==> config.mk <==
export PLATFORM = sky130hd
export DESIGN_NAME = cellrv32_bus_arbiter_rr
export DESIGN_NICKNAME = d
export VERILOG_FILES = /design/src/rtl/cellrv32_bus_arbiter_rr.sv
export SDC_FILE = /design/constraint.sdc
export NUM_CORES = 1
export LEC_CHECK = 0
export ABC_AREA = 1
export BUFFER_PORTS_ARGS = -buffer_cell sky130_fd_sc_hd__buf_2
export CORE_AREA = 2 2 203 205
export CTS_BUF_LIST = sky130_fd_sc_hd__clkbuf_2
export DETAILED_ROUTE_END_ITERATION = 7
export DIE_AREA = 0 0 205 207
export GPL_ROUTABILITY_DRIVEN = 1
export GPL_TIMING_DRIVEN = 0
export PLACE_DENSITY = 0.37
export SYNTH_ARGS = -nofsm -noshare
export SYNTH_HDL_FRONTEND = slang
export SYNTH_SLANG_ARGS = --single-unit
export TNS_END_PERCENT = 50
==> constraint.sdc <==
create_clock -name clk_i -period 2.2 [get_ports clk_i]
set_input_delay 0.33 -clock clk_i [delete_from_list [all_inputs] [get_ports clk_i]]
set_output_delay 0.33 -clock clk_i [all_outputs]
set_load 0.01 [all_outputs]
==> src/rtl/cellrv32_bus_arbiter_rr.sv <==
// Round-robin arbiter sharing one peripheral bus between NUM_PORTS strobe-style controller ports.
// Each grant lasts one transfer and ends on ack/err or a bounded timeout.
module cellrv32_bus_arbiter_rr #(
   parameter int         NUM_PORTS      = 4,
   parameter int         TMO_CYCLES     = 255,
   parameter logic [7:0] READ_ONLY_MASK = 8'h00
) (
   input  logic                          clk_i,
   input  logic                          rstn_i,
   input  logic [NUM_PORTS-1:0]          c_priv_i,
   input  logic [32*NUM_PORTS-1:0]       c_addr_i,
   input  logic [32*NUM_PORTS-1:0]       c_wdata_i,
   input  logic [4*NUM_PORTS-1:0]        c_ben_i,
   input  logic [NUM_PORTS-1:0]          c_we_i,
   input  logic [NUM_PORTS-1:0]          c_re_i,
   output logic [32*NUM_PORTS-1:0]       c_rdata_o,
   output logic [NUM_PORTS-1:0]          c_ack_o,
   output logic [NUM_PORTS-1:0]          c_err_o,
   output logic                          p_priv_o,
   output logic [$clog2(NUM_PORTS)-1:0]  p_src_o,
   output logic [31:0]                   p_addr_o,
   output logic [31:0]                   p_wdata_o,
   output logic [3:0]                    p_ben_o,
   output logic                          p_we_o,
   output logic                          p_re_o,
   input  logic [31:0]                   p_rdata_i,
   input  logic                          p_ack_i,
   input  logic                          p_err_i,
   output logic                          tmo_o
);

   localparam int SW = $clog2(NUM_PORTS);

   typedef enum logic [1:0] {IDLE, ISSUE, BUSY} state_t;

   state_t                 state_q, state_d;
   logic [SW-1:0]          grant_q, grant_d;
   logic [SW-1:0]          last_q, last_d;
   logic [7:0]             cnt_q, cnt_d;
   logic [NUM_PORTS-1:0]   pend_rd_q, pend_rd_d;
   logic [NUM_PORTS-1:0]   pend_wr_q, pend_wr_d;

   logic [NUM_PORTS-1:0]   roMask;
   logic [NUM_PORTS-1:0]   wrStrobe;
   logic [NUM_PORTS-1:0]   req;
   logic [NUM_PORTS-1:0]   grantOh;
   logic [NUM_PORTS-1:0]   ignoreVec;
   logic [NUM_PORTS-1:0]   doneVec;
   logic                   active;
   logic                   respHit;
   logic                   tmoHit;
   logic                   pickFound;
   logic [SW-1:0]          pickIdx;

   assign roMask    = READ_ONLY_MASK[NUM_PORTS-1:0];
   assign wrStrobe  = c_we_i & ~roMask;
   assign req       = pend_rd_q | pend_wr_q | c_re_i | wrStrobe;
   assign grantOh   = {{(NUM_PORTS-1){1'b0}}, 1'b1} << grant_q;
   assign active    = (state_q == ISSUE) || (state_q == BUSY);
   assign ignoreVec = active ? grantOh : '0;
   assign respHit   = p_ack_i | p_err_i;
   assign tmoHit    = (TMO_CYCLES != 0) && (state_q == BUSY) &&
                      (cnt_q >= 8'(TMO_CYCLES - 1)) && !respHit;
   assign doneVec   = c_ack_o | c_err_o;

   // Search starts just after the last granted port so every requester is served in turn.
   always_comb begin
      pickFound = 1'b0;
      pickIdx   = '0;
      for (int k = 1; k <= NUM_PORTS; k++) begin
         if (!pickFound && req[(int'(last_q) + k) % NUM_PORTS]) begin
            pickFound = 1'b1;
            pickIdx   = SW'((int'(last_q) + k) % NUM_PORTS);
         end
      end
   end

   always_comb begin
      state_d   = state_q;
      grant_d   = grant_q;
      last_d    = last_q;
      cnt_d     = cnt_q;
      pend_rd_d = (pend_rd_q | (c_re_i & ~ignoreVec)) & ~doneVec;
      pend_wr_d = (pend_wr_q | (wrStrobe & ~ignoreVec)) & ~doneVec;
      case (state_q)
         IDLE: begin
            cnt_d = '0;
            if (pickFound) begin
               grant_d = pickIdx;
               last_d  = pickIdx;
               state_d = ISSUE;
            end
         end
         ISSUE: begin
            cnt_d   = cnt_q + 8'd1;
            state_d = respHit ? IDLE : BUSY;
         end
         BUSY: begin
            cnt_d = cnt_q + 8'd1;
            if (respHit || tmoHit) begin
               state_d = IDLE;
            end
         end
         default: state_d = IDLE;
      endcase
   end

   // Everything is forced low while reset is asserted, even before the registers clear.
   always_comb begin
      c_rdata_o = '0;
      c_ack_o   = '0;
      c_err_o   = '0;
      p_priv_o  = 1'b0;
      p_src_o   = '0;
      p_addr_o  = '0;
      p_wdata_o = '0;
      p_ben_o   = '0;
      p_we_o    = 1'b0;
      p_re_o    = 1'b0;
      tmo_o     = 1'b0;
      if (rstn_i) begin
         p_src_o   = grant_q;
         p_priv_o  = c_priv_i[grant_q];
         p_addr_o  = c_addr_i[32*int'(grant_q) +: 32];
         p_wdata_o = c_wdata_i[32*int'(grant_q) +: 32];
         p_ben_o   = c_ben_i[4*int'(grant_q) +: 4];
         if (state_q == ISSUE) begin
            p_we_o = pend_wr_q[grant_q];
            p_re_o = pend_rd_q[grant_q] & ~pend_wr_q[grant_q];
         end
         if (active) begin
            c_ack_o = grantOh & {NUM_PORTS{p_ack_i & ~p_err_i}};
            c_err_o = grantOh & {NUM_PORTS{p_err_i | tmoHit}};
            c_rdata_o[32*int'(grant_q) +: 32] = p_rdata_i;
            tmo_o   = tmoHit;
         end
      end
   end

   always_ff @(posedge clk_i) begin
      if (!rstn_i) begin
         state_q   <= IDLE;
         grant_q   <= '0;
         last_q    <= SW'(NUM_PORTS - 1);
         cnt_q     <= '0;
         pend_rd_q <= '0;
         pend_wr_q <= '0;
      end else begin
         state_q   <= state_d;
         grant_q   <= grant_d;
         last_q    <= last_d;
         cnt_q     <= cnt_d;
         pend_rd_q <= pend_rd_d;
         pend_wr_q <= pend_wr_d;
      end
   end

endmodule

==> flow_summary.yaml <==
routing:
  first_pass_iters: 4
  wl_per_cell_um: 19.6
  wl_um: 40300
  detail_route.drc_violations: 0
  via_per_inst: 4.17
  drtIter0Drc: 554
  final_antenna_net_count: 0
  vias: 8579
timing:
  fmax_mhz: 387
  hold_slack_ps: 258
  finalHoldViolCount: 0
  tightest_slew_ps: 936
  slew_violations: 0
  fin_crit_ps: 2580
  max_slew_margin_pct: 37.6
  final_critical_path_setup_slack_ps: -384
  clock_skew_ps: 7.72
  setup_viol: 177
  finalCritPeriodShare_pct: 117
  rsz0062_at_grt: "true"
final_layout:
  post-route-cell-area_um2: 10400
  layout_commonest_cell: "buf_2"
  area_delta_synth_final_pct: 122
  multi_input_area_um2: 4730
  mostFrequentLayoutCells: "buf_2, nor2_1, o21ai_0"
  nets: 1856
  n_fill_cell: 4671
  drive_gt1_share_pct: 55.8
  regArea_um2: 453
worst_setup_path:
  slowest_delay_ps: 410
  path_class: "flip-flop to output port"
  arrival_ps: 2250
  cp_max_fo: 7
  reg2reg_depth: 12
  regToRegSetupSlack_ps: 350
  critPathRequiredTime_ps: 1870
  r2r-end: "pend_wr_q[2]"
  cp-end-kind: "output port"
  slowest_stage: "dfxtp_2"
  r2r_start: "grant_q[0]"
  crit_top_cell: "buf_12"
  worst_setup_path_start_kind: "flip-flop"
  path_cells: "buf_12 > inv_12 > buf_12 > buf_12 > ha_4 > inv_4 > nand4_4 > buf_12 > buf_8 > nor3b_4 > buf_2"
clocking:
  hold_buffers: 0
  htree_levels: 1
  clk_path_buf_depth: 2
  root_buffer: "clkbuf_2"
  numCtsBuffers: 3
  clk_latency_ps: 330
  numClockSinks: 22
  cts_tree: "yes"
  clk_pin_slew_ps: 220
global_routing:
  track_usage_pct: 17.4
  first_global_vias: 8291
  antenna_found_initial: 4
  grt_overflow: 0
  grt_pass1_wl_um: 55500
  grt_max_degree: 12
status:
  outcome: "finished with violations"
  failed_checks: "negative setup slack"
placement:
  gp_congestion: 0.854
  dp_hpwl_um: 32100
  portBuffers: 529
  post_dp_cell_area_um2: 8000
min_path:
  hold_end: "pend_rd_q[2]"
  hp-class: "primary input to flip-flop"
  hp-start: "c_re_i[2]"
  holdPathStages: 3
synthesis:
  syn_area_per_cell_um2: 4.97
  syn_area_um2: 4680
  synth_warnings: 0
  ys_seq_elements: 22
  synthCells: 943
  ys_seq_area_share_pct: 9.40
  synth.distinct_cells: 39
  synth_nets: 1274
power:
  peakVddDrop_mv: 0.238
  p_leak_uw: 0.00497
  powerDensity_nw_per_um2: 706
floorplan:
  die_w_um: 205
  core_area_um2: 40400
  die_h_um: 207
  io_pins: 530
  num_rows: 74
  dieArea_um2: 42400
  initial_utilization_pct: 11.6
run:
  cap_viol_max_count: 0
## report_power, final
| group | leakage, uW | internal, uW | switching [uW] |
|---|---|---|---|
| sequential | 0.000184 | 453 | 41.9 |
| clock | 0.0000125 | 37.1 | 125 |
| combinational | 0.00478 | 2600 | 4080 |
## flip-flops by register name (all words and copies together) (netlist names)
signal / count
state_q: 2
pend_rd_q: 4
grant_q: 2
pend_wr_q: 4
cnt_q: 8
last_q: 2
## Yosys cell counts, drive strengths merged
cell type	count	area [um^2]
a31oi	1	6.26
a21oi	84	424
nand4	4	46.3
and3	1	6.26
o21ai	142	711
buf	38	199
nor3b	35	263
clkinv	1	3.75
nand2	85	349
ha	11	138
clkbuf	38	143
xor2	2	25.0
or2	1	6.26
nor3	9	45.0
nand3b	2	15.0
a211oi	1	7.51
a32o	1	10.0
xnor2	1	16.3
dfxtp	22	440
nand3	27	168
nor2	415	1580
inv	21	78.8
o22ai	1	6.26
## layout make-up
cell class                 count  share of cell area [%]
clock buffer                   3                   0.145
antenna                        4                  0.0964
buffer                        76                    7.76
tap                          532                    6.41
timing repair buffer         577                    34.6
sequential                    22                    4.36
inverter                      22                    1.07
multi-input combinational    823                    45.6
## metrics by stage
stage / worst slack [ps] / std cells / total power, uW / utilization (%) / TNS, ps
after floorplan: -77.0 / 943 / 3350 / - / -2310
after global placement: -1460 / 2004 / 5490 / 19.8 / -177950
after detailed placement: -1420 / 2004 / 5480 / 19.8 / -180140
after CTS: -435 / 2039 / 6690 / 23.0 / -56160
after global routing: -468 / 2057 / 7900 / 25.7 / -61790
final: -384 / 2059 / 7330 / 25.7 / -39560
## worst max-delay path by stage
stage	from	end	slack, ps	cells past startpoint
floorplan	grant_q[0]	c_rdata_o[10]	-80	9
global placement	grant_q[1]	c_rdata_o[23]	-1460	8
detailed placement	grant_q[1]	c_rdata_o[23]	-1420	8
CTS	grant_q[0]	c_rdata_o[21]	-430	11
global route	grant_q[0]	c_rdata_o[23]	-470	11
finish	grant_q[0]	c_rdata_o[21]	-380	11
## kinds of logic after synthesis
group,count (synthesis),synth area share [%]
fa+ha+maj,11,2.94
compound gates,230,24.9
flops,22,9.40
simple gates,579,52.8
buf+inv,98,9.06
xor+xnor,3,0.882
## timing repair
| action | in CTS | in global routing |
|---|---|---|
| buffers inserted | 23 | 13 |
| gates resized for setup | 248 | 297 |
| gates cloned | 9 | 3 |
| pin swaps | 11 | 16 |
| setup endpoints to repair | 214 | 208 |
## worst max-delay path, delay by kind of cell (launching register included)
family        cells  cell delay, ps
fa+ha+maj         1             240
buf+inv           8             960
flops             1             410
simple gates      2             290
## layer usage
| metal | up-vias | share of wire [%] | track usage (%) |
|---|---|---|---|
| met1 | 3983 | 43 | 22.8 |
| met4 | 0 | 1.5 | 2.98 |
| met3 | 27 | 6.3 | 2.34 |
| met2 | 326 | 49 | 30.6 |
| li1 | 4243 | - | - |
| met5 | - | 0 | 0 |
(Power assumes the default switching activity.)
